### config.mk
export PLATFORM = sky130hd
export DESIGN_NAME = mul_sequencer
export DESIGN_NICKNAME = d
export VERILOG_FILES = /design/src/rtl/mul_sequencer.sv
export SDC_FILE = /design/constraint.sdc
export NUM_CORES = 1
export LEC_CHECK = 0
export ABC_AREA = 1
export CAP_MARGIN = 40
export CORE_UTILIZATION = 34
export CTS_CLUSTER_SIZE = 20
export DETAILED_ROUTE_END_ITERATION = 7
export SYNTH_ARGS = -nofsm -noshare
export SYNTH_HDL_FRONTEND = slang
export SYNTH_SLANG_ARGS = --single-unit
### constraint.sdc
create_clock -name clk -period 10.6 [get_ports clk]
set_input_delay 2.65 -clock clk [delete_from_list [all_inputs] [get_ports clk]]
set_output_delay 2.65 -clock clk [all_outputs]
set_load 0.01 [all_outputs]
### src/rtl/mul_sequencer.sv
// Iterative radix-2^K shift-add MULT/MULTU sequencer; MUL_EARLY_EXIT_EN ends RUN once the multiplier is exhausted.
// Latency 32/K+2 cycles from start; holds the pipeline via stall = start & ~done, flush squashes in flight.
module mul_sequencer #(
    parameter int K = 1
) (
    input  logic        clk,
    input  logic        reset,
    input  logic        start,
    input  logic        is_unsigned,
    input  logic [31:0] op_a,
    input  logic [31:0] op_b,
    input  logic        flush,
    output logic        busy,
    output logic        stall,
    output logic        done,
    output logic [31:0] result_lo,
    output logic [31:0] result_hi,
    output logic        ovf
);

    localparam int N = 32 / K;
    localparam logic [5:0] LAST = 6'(N - 1);
    localparam logic [5:0] K_W  = 6'(K);

    typedef enum logic [1:0] {IDLE, RUN, FIX, DONE} state_t;

    state_t      state_q, state_d;
    logic [31:0] mcand_q, mcand_d;
    logic [31:0] mplier_q, mplier_d;
    logic [63:0] acc_q, acc_d;
    logic [5:0]  cnt_q, cnt_d;
    logic        neg_q, neg_d;
    logic        uns_q, uns_d;
    logic [31:0] res_lo_q, res_lo_d;
    logic [31:0] res_hi_q, res_hi_d;
    logic        ovf_q, ovf_d;

    logic [31:0] mag_a, mag_b;
    logic [31:0] mplier_shr;
    logic [63:0] pp;
    logic [63:0] fixed;
    logic [5:0]  shamt;
    logic        run_last;
    logic        ovf_fix;

    // Datapath: magnitudes in, unsigned partial products, sign restored in FIX.
    always_comb begin
        mag_a = (~is_unsigned & op_a[31]) ? (~op_a + 32'd1) : op_a;
        mag_b = (~is_unsigned & op_b[31]) ? (~op_b + 32'd1) : op_b;
        pp = '0;
        for (int i = 0; i < K; i++) begin
            if (mplier_q[i]) begin
                pp = pp + ({32'b0, mcand_q} << i);
            end
        end
        shamt      = cnt_q * K_W;
        mplier_shr = mplier_q >> K;
`ifdef MUL_EARLY_EXIT_EN
        run_last = (cnt_q == LAST) || (mplier_shr == '0);
`else
        run_last = (cnt_q == LAST);
`endif
        fixed   = neg_q ? (~acc_q + 64'd1) : acc_q;
        ovf_fix = uns_q ? (fixed[63:32] != '0) : (fixed[63:32] != {32{fixed[31]}});
    end

    always_comb begin
        state_d  = state_q;
        mcand_d  = mcand_q;
        mplier_d = mplier_q;
        acc_d    = acc_q;
        cnt_d    = cnt_q;
        neg_d    = neg_q;
        uns_d    = uns_q;
        res_lo_d = res_lo_q;
        res_hi_d = res_hi_q;
        ovf_d    = ovf_q;
        case (state_q)
            IDLE: begin
                if (start & ~flush) begin
                    mcand_d  = mag_a;
                    mplier_d = mag_b;
                    neg_d    = ~is_unsigned & (op_a[31] ^ op_b[31]);
                    uns_d    = is_unsigned;
                    acc_d    = '0;
                    cnt_d    = '0;
                    state_d  = RUN;
                end
            end
            RUN: begin
                if (flush) begin
                    state_d = IDLE;
                end else begin
                    acc_d    = acc_q + (pp << shamt);
                    mplier_d = mplier_shr;
                    cnt_d    = cnt_q + 6'd1;
                    if (run_last) begin
                        state_d = FIX;
                    end
                end
            end
            FIX: begin
                if (flush) begin
                    state_d = IDLE;
                end else begin
                    res_lo_d = fixed[31:0];
                    res_hi_d = fixed[63:32];
                    ovf_d    = ovf_fix;
                    state_d  = DONE;
                end
            end
            // The result is already committed here, so flush is irrelevant.
            DONE: state_d = IDLE;
            default: state_d = IDLE;
        endcase
    end

    always_ff @(posedge clk or posedge reset) begin
        if (reset) begin
            state_q  <= IDLE;
            mcand_q  <= '0;
            mplier_q <= '0;
            acc_q    <= '0;
            cnt_q    <= '0;
            neg_q    <= 1'b0;
            uns_q    <= 1'b0;
            res_lo_q <= '0;
            res_hi_q <= '0;
            ovf_q    <= 1'b0;
        end else begin
            state_q  <= state_d;
            mcand_q  <= mcand_d;
            mplier_q <= mplier_d;
            acc_q    <= acc_d;
            cnt_q    <= cnt_d;
            neg_q    <= neg_d;
            uns_q    <= uns_d;
            res_lo_q <= res_lo_d;
            res_hi_q <= res_hi_d;
            ovf_q    <= ovf_d;
        end
    end

    assign busy      = (state_q != IDLE);
    assign done      = (state_q == DONE);
    assign stall     = start & ~done;
    assign result_lo = res_lo_q;
    assign result_hi = res_hi_q;
    assign ovf       = ovf_q;

endmodule

Word level (Yosys, flattened, before mapping):

Cells that the tools add are included.

* bits in registers: 203
* output and inout port bits: 68

* mux-type cells: 19
* equal/unequal tests: 8
* add/sub/neg operators: 5
* bitwise operators: 12
* reductions and logical operators: 8
* shift-type cells: 1

Operator list (count)
* 64-bit 2-to-1 mux: 3
* 32-bit 2-to-1 mux: 5
* 64-bit one-hot mux with 2 select lines: 1
* 32-bit by 1-bit adder with 32-bit output, second input constant: 2
* 64-bit by 1-bit adder with 64-bit output, second input constant: 1
* 64-bit adder: 1
* 32-bit inverter: 2
* 64-bit inverter: 1
* 32-bit one-hot mux with 2 select lines: 1
* 32-bit by 6-bit left shift with 64-bit output: 1
* 32-bit != test: 1
* 32-bit nonzero test: 1
* 6-bit 2-to-1 mux: 2
* 6-bit one-hot mux with 2 select lines: 1
* 2-bit 2-to-1 mux: 4
* 2-bit one-hot mux with 4 select lines: 1
* 6-bit by 1-bit adder with 6-bit output, second input constant: 1
* 6-bit by 5-bit equality test with 1-bit output, second input constant: 1
* 2-bit AND reduction: 3
* 1-bit AND: 5
* 2-bit equality test, second input constant: 2
* 2-bit != test, second input constant: 2
* 2-bit nonzero test: 2
* 3-bit != test, second input constant: 1
* other kinds (6): 8

Depth between registers and ports, before layout:

Gate-level depths: netlist of run 1.

* depth after elaboration: 5
* gate-level depth with buffers: 30
* mapped depth without buffers: 28

Worst setup path before layout of run 1:

OpenSTA, ideal clock, no wires.

* path kind: input to output
* from: input port start
* to: output port stall
* data arrival time: 2852 ps
* path slack: 5098 ps
* path buffers: 0
* stages: 2
* path through: inv_1 > nor2_1

* cells in the longest elaborated chain, start to end: 1

RTL lines
* start, declared: line 8 `input logic start,`
* 1-bit AND: line 146 `assign stall = start & ~done;`
* end, declared: line 14 `output logic stall,`

Every way passes these cells.

Worst setup path after layout of run 1:

Same ends and word-level chain as after synthesis.

==> results.yml, run 1 <==
floorplanning:
  start_util_pct: 34.5
  core-area_um2: 53800
  rows: 85
  io_pins: 137
  die_y_um: 236
  die_w_um: 236
  die_area_um2: 55500
yosys:
  avgSynthCellArea_um2: 6.10
  synth_edf_count: 0
  yosysWarnings: 0
  syn_nets: 3176
  ys.flop_type: "dfrtp_1"
  yosys.cell_types.count: 57
  yosysTopAreaCell: "dfrtp_1"
  syn_inst: 3039
  synth_seq_cells: 203
  ys_top_cells_by_area: "dfrtp_1, nand2_1, o21ai_0"
  netlist_top_cells_count: "nand2_1, nor2_1, o21ai_0"
  synth.most_common_cell: "nand2_1"
  synth-seq-area-share_pct: 27.4
  async_flop_share_pct: 100
  synth_top_area_share_pct: 27.4
  netlist_area_um2: 18500
clock_network:
  cts_buffers: 25
  cts-resized-gates: 0
  root_buffer: "clkbuf_16"
  cts.sink_count: 203
  tritoncts: "built"
  cts_setup_buffers: 0
  htree_levels: 1
  clk_latency_ns: 0.56
  clock_path_buffers: 3
  path_clk_slew_ns: 0.06
  cts.hold.buffers_added: 0
setup_path:
  critPathMaxFanout: 2
  critPathLaunchType: "primary input"
  cp.arrival_ns: 3.83
  cp-end-kind: "primary output"
  cp.depth: 4
  crit_chain: "clkdlybuf4s50_1 -> inv_1 -> nor2_1 -> clkdlybuf4s50_1"
  cp_common_cell: "clkdlybuf4s50_1"
  reg2reg_to: "acc_q[49]$_DFFE_PP0P_"
  timing.critical_path.buf_inv: 3
  r2r-start: "cnt_q[0]$_DFFE_PP0P_"
  regToRegSetupSlack_ns: 5.41
  path_class: "in2out"
  startpoint: "start"
  cp_slowest_cell: "clkdlybuf4s50_1"
  slowest_delay_ns: 0.53
  crit_family: "buffers and inverters"
  reg2reg_depth: 22
  cp.required_ns: 7.95
  crit_path_end: "stall"
cells_and_area:
  fillCellCount: 6020
  syn_to_final_growth_pct: 15.3
  nNetsFinal: 3249
  final_cell_count_no_fill: 3827
  post_route_cells_drive_above_1_share_pct: 4.06
  antenna_cells: 0
  final_core_util_pct: 39.7
pwr:
  intPower_mw: 2.99
  power_density_nw_per_um2: 305
  p_seq_share_pct: 21.4
  p_leak_nw: 9.77
  p_clk_share_pct: 13.5
  swShare_pct: 54.1
  switching_power_mw: 3.53
  ir_drop_mv: 0.187
  p_comb_share_pct: 65.1
place:
  place.gp.congestion: 1.00
  dp.cells: 3781
  port_buffers: 136
  preCtsSetupSlack_ns: 4.12
  dp_hpwl_mm: 54.0
run_status:
  status: "complete, no violations"
global_route:
  grt_pass1_vias: 18300
  grt_pass1_wl_mm: 104
  grt.total_usage_pct: 23.8
  gr-total-overflow: 0
  antenna_found_initial: 0
  grt_max_degree: 84
sta:
  setup_slack_ns: 4.12
  min_period_over_period_pct: 61.1
  slew_viol_final: 0
  tightest_slew_ns: 0.815
  clock_skew_ns: 0.0153
  fin_setup_tns_ns: 0
  max_freq_mhz: 154
  hold_violations: 0
  rsz0062_at_grt: "no"
  hold-worst-slack_ns: 0.472
  setup_violations: 0
  fin_crit_ns: 6.48
  slew-limit-headroom_pct: 45.6
drt:
  drc: 0
  vias_per_cell: 5.14
  vias: 19700
  drtAntennaViolNets: 0
  initialDrtViolationCount: 1666
  wl_per_cell_um: 17.4
  dr.pass1.iters: 6
  routed_wl_mm: 66.6
worst_hold_path:
  min_path_cells: 2
  hold_class: "reg2reg"
run:
  cap_viol_max_count: 0
power groups by stage:
stage	registers [mW]	logic [mW]	clock network (mW)
floorplan	1.33	2.90	0
global placement	1.40	4.16	0
detailed placement	1.40	4.19	0
CTS	1.39	4.21	0.902
global route	1.44	4.76	0.931
finish	1.39	4.25	0.880
flip-flops by register name (all words and copies together), names as in the netlist:
register,cells
neg_q,1
result_hi,32
mplier_q,32
uns_q,1
acc_q,64
state_q,2
cnt_q,6
ovf,1
mcand_q,32
result_lo,32
placed cells by master (no fill, tap or decap), types with 6 or more instances in the layout:
master	count
o21ai_2	10
clkbuf_16	25
nand4_1	28
o21ai_0	351
a21o_1	14
xnor2_1	14
clkdlybuf4s50_1	136
ha_1	67
or2_2	11
o22ai_1	30
o21ai_1	58
nor4_1	12
nand2_1	916
a31oi_1	35
o211ai_1	9
o21bai_1	10
nand3b_1	8
clkinv_1	6
xor2_1	58
nor3_1	28
inv_1	256
o31ai_1	12
a21oi_1	158
nor2_1	429
clkbuf_1	9
nor2_2	8
dfrtp_1	202
buf_4	17
nand2_2	12
o21a_1	8
nand3_1	120
inv_2	6
stage by stage:
step / instance area (um2) / total power [mW]
after global routing: 21400 / 7.12
after floorplan: 18500 / 4.23
final: 21400 / 6.52
after global placement: 20400 / 5.55
after detailed placement: 20600 / 5.59
after CTS: 21400 / 6.50
layer usage:
| metal | up-vias | wire (um) | track usage, % |
|---|---|---|---|
| met5 | - | 0 | 0 |
| met4 | 0 | 3070 | 9.92 |
| met3 | 127 | 3400 | 2.50 |
| met2 | 577 | 28900 | 37.8 |
| met1 | 8775 | 31300 | 33.0 |
| li1 | 10200 | - | - |
cell families (layout without fill, tap and decap cells):
logic type      count (synthesis)  in the layout  share of synthesized area [%]
mux                             4              4                          0.216
compound gates                719            719                           21.3
flops                         203            203                           27.4
simple gates                 1593           1593                           34.9
xor+xnor                       72             72                           3.40
buf+inv                       380            472                           8.08
fa+ha+maj                      68             68                           4.63
worst register-to-register path, delay by kind of cell (launching register included):
kind	cells	cell delay [ns]
and+or+nand+nor	11	1.36
buffers and inverters	3	0.61
AOI/OAI and AO/OA	7	2.05
DFF	1	0.81
adders and majority gates	1	0.26
area by class of cell:
class,count,area [um2],area share (%)
clock buffer,36,687,3.21
clock inverter,10,135,0.632
inverter,269,1020,4.76
multi-input combinational,2456,12000,56.1
sequential,203,5080,23.8
tap,696,871,4.07
timing repair buffer,157,1590,7.45
worst min-delay path by stage:
stage                              from                        to  slack [ns]
6_report       mplier_q[27]$_DFFE_PP0P_  mplier_q[27]$_DFFE_PP0P_        0.47
4_1_cts        mplier_q[27]$_DFFE_PP0P_  mplier_q[27]$_DFFE_PP0P_        0.48
2_1_floorplan  mplier_q[18]$_DFFE_PP0P_  mplier_q[18]$_DFFE_PP0P_        0.44
3_3_place_gp   mplier_q[24]$_DFFE_PP0P_  mplier_q[24]$_DFFE_PP0P_        0.46
3_5_place_dp   mplier_q[27]$_DFFE_PP0P_  mplier_q[27]$_DFFE_PP0P_        0.46
5_1_grt        mplier_q[10]$_DFFE_PP0P_  mplier_q[10]$_DFFE_PP0P_        0.50
Power figures use the tool's default switching activity.
==> inputs of run 2 (changes only) <==
==> constraint.sdc (replaced) <==
create_clock -name clk -period 6 [get_ports clk]
set_input_delay 1.5 -clock clk [delete_from_list [all_inputs] [get_ports clk]]
set_output_delay 1.5 -clock clk [all_outputs]
set_load 0.01 [all_outputs]
==> run 2 against run 1 <==
Setup slack got worse by 3.3 ns. Wire length increased by 0.94%. Largest cell class unchanged. Flip-flop and latch count unchanged. Non-clock buffer count increased by 4. Critical endpoint is now acc_q[33]$_DFFE_PP0P_. Clock power increased by 85%. Sequential power increased by 79%. Utilization increased by 0.15 points.
==> results.yml, run 2 (synthesized netlist as in run 1, its figures left out) <==
setup_path:
  cp.arrival_ns: 5.58
  cp-end-kind: "flip-flop"
  path_class: "reg2reg"
  cp.required_ns: 6.43
  critPathLaunchType: "flip-flop"
  critPathMaxFanout: 43
floorplanning:
  io_pins: 137
  core-area_um2: 53800
  die_w_um: 236
  rows: 85
  start_util_pct: 34.5
  die_area_um2: 55500
  die_y_um: 236
place:
  dp_hpwl_mm: 53.6
  place.gp.congestion: 1.08
  port_buffers: 136
pwr:
  ir_drop_mv: 0.279
  power_mw: 11.6
  p_leak_nw: 9.81
  power_density_nw_per_um2: 541
cells_and_area:
  nNetsFinal: 3254
  post_route_cells_drive_above_1_share_pct: 4.24
  final_cell_mix: "nand2_1, nor2_1, o21ai_0, inv_1, dfrtp_1"
  largest_reg_flops: 64
  antenna_cells: 0
  final_common_cell: "nand2_1"
  syn_to_final_growth_pct: 15.7
  top_register: "acc_q"
  fillCellCount: 5911
  final_core_util_pct: 39.9
clock_network:
  clk_latency_ns: 0.57
  cts.sink_count: 203
  path_clk_slew_ns: 0.06
  clock_path_buffers: 3
  cts_setup_buffers: 0
  cts.hold.buffers_added: 0
  cts_buffers: 26
  cts-resized-gates: 0
  htree_levels: 1
  root_buffer: "clkbuf_16"
  tritoncts: "built"
drt:
  vias_per_cell: 5.21
  drc: 0
  vias: 20000
  dr.pass1.iters: 5
  routed_wl_mm: 67.3
  wl_per_cell_um: 17.6
  drtAntennaViolNets: 0
  initialDrtViolationCount: 1744
sta:
  min_period_over_period_pct: 85.9
  slew-limit-headroom_pct: 43.2
  tightest_slew_ns: 0.852
  clock_skew_ns: 0.0127
  rsz0062_at_grt: "no"
  hold_violations: 0
  setup_violations: 0
  fin_setup_tns_ns: 0
  slew_viol_final: 0
  hold-worst-slack_ns: 0.476
  max_freq_mhz: 194
  fin_crit_ns: 5.15
global_route:
  grt.total_usage_pct: 24.1
  gr-total-overflow: 0
  grt_max_degree: 102
  antenna_found_initial: 0
  grt_pass1_vias: 18700
  grt_pass1_wl_mm: 106
run_status:
  status: "complete, no violations"
worst_hold_path:
  hold_class: "reg2reg"
run:
  cap_viol_max_count: 0
run 2: cell type report:
class                      instances  area (um2)  share of cell area, %
sequential                       203        5080                   23.7
timing repair buffer             161        1620                   7.55
inverter                         269        1010                   4.72
tap                              696         871                   4.06
clock buffer                      35         704                   3.28
multi-input combinational       2456       12000                   55.9
clock inverter                    11         173                  0.805
run 2: where the power goes:
group,switching [mW],internal (mW),total (mW)
clock network,0.637,0.992,1.63
logic,5.06,2.44,7.50
registers,0.568,1.92,2.49
run 2: path summary, 6_finish.rpt:
kind                                            endpoint  cells past startpoint                      from  slack, ns
worst max-delay path               acc_q[33]$_DFFE_PP0P_                     20      cnt_q[0]$_DFFE_PP0P_       0.85
worst min-delay path            result_hi[7]$_DFFE_PP0P_                      2  result_hi[7]$_DFFE_PP0P_       0.48
worst max register to register     acc_q[33]$_DFFE_PP0P_                     20      cnt_q[0]$_DFFE_PP0P_       0.85
worst min register to register  result_hi[7]$_DFFE_PP0P_                      2  result_hi[7]$_DFFE_PP0P_       0.48
max in group asynchronous       mplier_q[11]$_DFFE_PP0P_                      3                     reset       3.83
min in group asynchronous          acc_q[21]$_DFFE_PP0P_                      2                     reset       1.26
run 2: layer usage:
| metal | wire length, um | track usage, % | part of all wire [%] | vias to the layer above |
|---|---|---|---|---|
| met3 | 4370 | 3.03 | 6.5 | 142 |
| met2 | 28900 | 38.1 | 43 | 668 |
| met4 | 3190 | 10.4 | 4.7 | 0 |
| met5 | 0 | 0 | 0 | - |
| met1 | 30800 | 33.1 | 46 | 8948 |
| li1 | - | - | - | 10200 |
run 2: worst max-delay path, cell delays in order (launching register included):
cell and delay (ns):
dfrtp_1 0.77, inv_2 0.45, o21ai_0 0.28, inv_1 0.08, o21ai_0 0.23, o21ai_1 0.13, o21ai_0 0.30, nand2_1 0.14
nor2_1 0.18, ha_1 0.23, nand2_1 0.11, nor2_1 0.20, inv_1 0.06, o21bai_1 0.52, a21boi_1 0.23, o21ai_0 0.44
nand2_1 0.10, nand2_1 0.14, a21oi_1 0.08, o21ai_0 0.17, o21ai_0 0.14
run 2: stage by stage:
stage,worst slack [ns],std cells,cell area [um2]
global route,0.333,3831,21500
global placement,1.14,3782,20500
CTS,1.07,3831,21500
detailed placement,1.06,3785,20600
finish,0.848,3831,21500
floorplan,1.87,3039,18500
==> inputs of run 3 (changes only) <==
--- a/config.mk
+++ b/config.mk
@@ -7,6 +7,7 @@
 export LEC_CHECK = 0
 export ABC_AREA = 1
 export CAP_MARGIN = 40
+export CORE_ASPECT_RATIO = 2
 export CORE_UTILIZATION = 34
 export CTS_CLUSTER_SIZE = 20
 export DETAILED_ROUTE_END_ITERATION = 7
==> run 3 against run 2 <==
Combinational power increased by 7.9%. First-iteration DRC count decreased by 20%. Die area increased by 0.10%. Utilization increased by 0.30 points. Largest power group unchanged. Worst hold slack improved by 0.0039 ns. Sequential power decreased by 2%.
==> results.yml, run 3 (synthesized netlist as in run 1, its figures left out) <==
place:
  dp_hpwl_mm: 64.9
  placed_area_um2: 20800
  place.gp.congestion: 1.03
  port_buffers: 136
  preCtsSetupSlack_ns: 1.14
drt:
  wl_per_cell_um: 21.0
  vias: 20700
  drtAntennaViolNets: 0
  routed_wl_mm: 80.7
  dr.pass1.iters: 6
  vias_per_cell: 5.40
  initialDrtViolationCount: 1391
  drc: 0
floorplanning:
  start_util_pct: 34.5
  rows: 120
  die_w_um: 167
  die_area_um2: 55500
  core-area_um2: 53800
  die_y_um: 332
  io_pins: 137
sta:
  rsz0062_at_grt: "no"
  min_period_over_period_pct: 91.0
  slew-limit-headroom_pct: 39.3
  fin_crit_ns: 5.46
  fin_setup_tns_ns: 0
  hold_violations: 0
  tightest_slew_ns: 0.904
  clock_skew_ns: 0.0258
  setup_slack_ns: 0.540
  slew_viol_final: 0
  max_freq_mhz: 183
  setup_violations: 0
global_route:
  gr-total-overflow: 0
  grt_pass1_wl_mm: 121
  antenna_found_initial: 0
  grt_max_degree: 131
  grt.total_usage_pct: 29.0
  grt_pass1_vias: 20800
clock_network:
  htree_levels: 1
  clock_path_buffers: 3
  cts.hold.buffers_added: 0
  cts-resized-gates: 0
  tritoncts: "built"
  cts_buffers: 22
  clk_latency_ns: 0.57
  cts.sink_count: 203
  root_buffer: "clkbuf_16"
  cts_setup_buffers: 0
  path_clk_slew_ns: 0.07
setup_path:
  r2r-start: "cnt_q[0]$_DFFE_PP0P_"
  path_class: "reg2reg"
  timing.critical_path.buf_inv: 4
  cp-end-kind: "flip-flop"
  reg2reg_depth: 20
  crit_family: "compound AO/OA/AOI/OAI gates"
  slowest_delay_ns: 0.73
  cp.arrival_ns: 5.87
  cp_slowest_cell: "o21ai_0"
  regToRegSetupSlack_ns: 0.54
  cp_common_cell: "o21ai_0"
  reg2reg_to: "acc_q[35]$_DFFE_PP0P_"
  critPathLaunchType: "flip-flop"
  crit_chain: "inv_2 -> buf_4 -> o21a_1 -> o21ai_0 -> mux2i_1 -> o21ai_0 -> o21ai_0 -> nor2_1 -> ha_1 -> nand2_1 -> nor2_1 -> inv_1 -> nor2_1 -> inv_1 -> nor3_1 -> a21oi_1 -> o21bai_1 -> a21oi_1 -> o21ai_0 -> o21ai_0"
  critPathMaxFanout: 33
  cp.required_ns: 6.41
worst_hold_path:
  hold_path_startpoint: "result_hi[6]$_DFFE_PP0P_"
  hold_class: "reg2reg"
  min_path_cells: 2
  hold-path-endpoint: "result_hi[6]$_DFFE_PP0P_"
cells_and_area:
  fillCellCount: 6024
  final_cell_mix: "nand2_1, nor2_1, o21ai_0, inv_1, dfrtp_1"
  final_core_util_pct: 40.2
  ff_latch_area_um2: 5080
  multi_input_area_um2: 12000
  final_area_um2: 21600
  antenna_cells: 0
  largest_reg_flops: 64
  post_route_cells_drive_above_1_share_pct: 5.49
  syn_to_final_growth_pct: 16.4
  final_common_cell: "nand2_1"
  top_register: "acc_q"
  nNetsFinal: 3292
pwr:
  power_density_nw_per_um2: 555
  power_mw: 12.0
  p_leak_nw: 9.94
  ir_drop_mv: 0.245
run:
  cap_viol_max_count: 0
run_status:
  status: "complete, no violations"
[run 3: cell types whose count changed in the layout (fill, tap and decap cells not counted), sizes merged]
cell,delta
clkbuf,-8
clkinv,-1
inv,+1
buf,+42
bufinv,-2
clkinvlp,+3
[run 3: power by group]
group	total, mW	internal, mW	leakage, nW	switching (mW)
logic	8.09	2.56	6.96	5.54
registers	2.43	1.92	2.62	0.510
clock network	1.47	0.826	0.360	0.641
total	12.0	5.30	9.94	6.69
[run 3: through the flow]
step | std cells | hold WS [ns]
2_1_floorplan | 3039 | 0.444
3_3_place_gp | 3799 | 0.458
3_5_place_dp | 3801 | 0.461
4_1_cts | 3840 | 0.479
5_1_grt | 3841 | 0.491
6_report | 3841 | 0.480
[run 3: how the worst max path moves through the flow]
stage,start,endpoint,depth (start not counted)
final,cnt_q[0]$_DFFE_PP0P_,acc_q[35]$_DFFE_PP0P_,20
after global routing,cnt_q[0]$_DFFE_PP0P_,acc_q[35]$_DFFE_PP0P_,20
after CTS,cnt_q[1]$_DFFE_PP0P_,acc_q[35]$_DFFE_PP0P_,23
after detailed placement,cnt_q[1]$_DFFE_PP0P_,acc_q[35]$_DFFE_PP0P_,23
after global placement,mplier_q[0]$_DFFE_PP0P_,acc_q[35]$_DFFE_PP0P_,20
after floorplan,reset,acc_q[0]$_DFFE_PP0P_,1
[run 3: worst min-delay path, stage by stage, from the launching register on]
cell and delay (ns):
dfrtp_1 0.34, nand2_1 0.06, nand2_1 0.05
[run 3: layout make-up]
type | count | area share [%]
multi-input cells | 2456 | 55.6
inverters | 269 | 4.69
flip-flops and latches | 203 | 23.5
clock inverters | 12 | 0.609
clock buffers | 27 | 2.87
repair buffers | 203 | 8.83
well taps | 671 | 3.89
[run 3: metal layers]
metal / global-route usage (%) / vias up / share of wire, %
li1: - / 10200 / -
met1: 27.1 / 9571 / 34
met2: 55.2 / 650 / 52
met3: 3.28 / 277 / 4.2
met4: 25.1 / 0 / 9.9
met5: 0 / - / 0
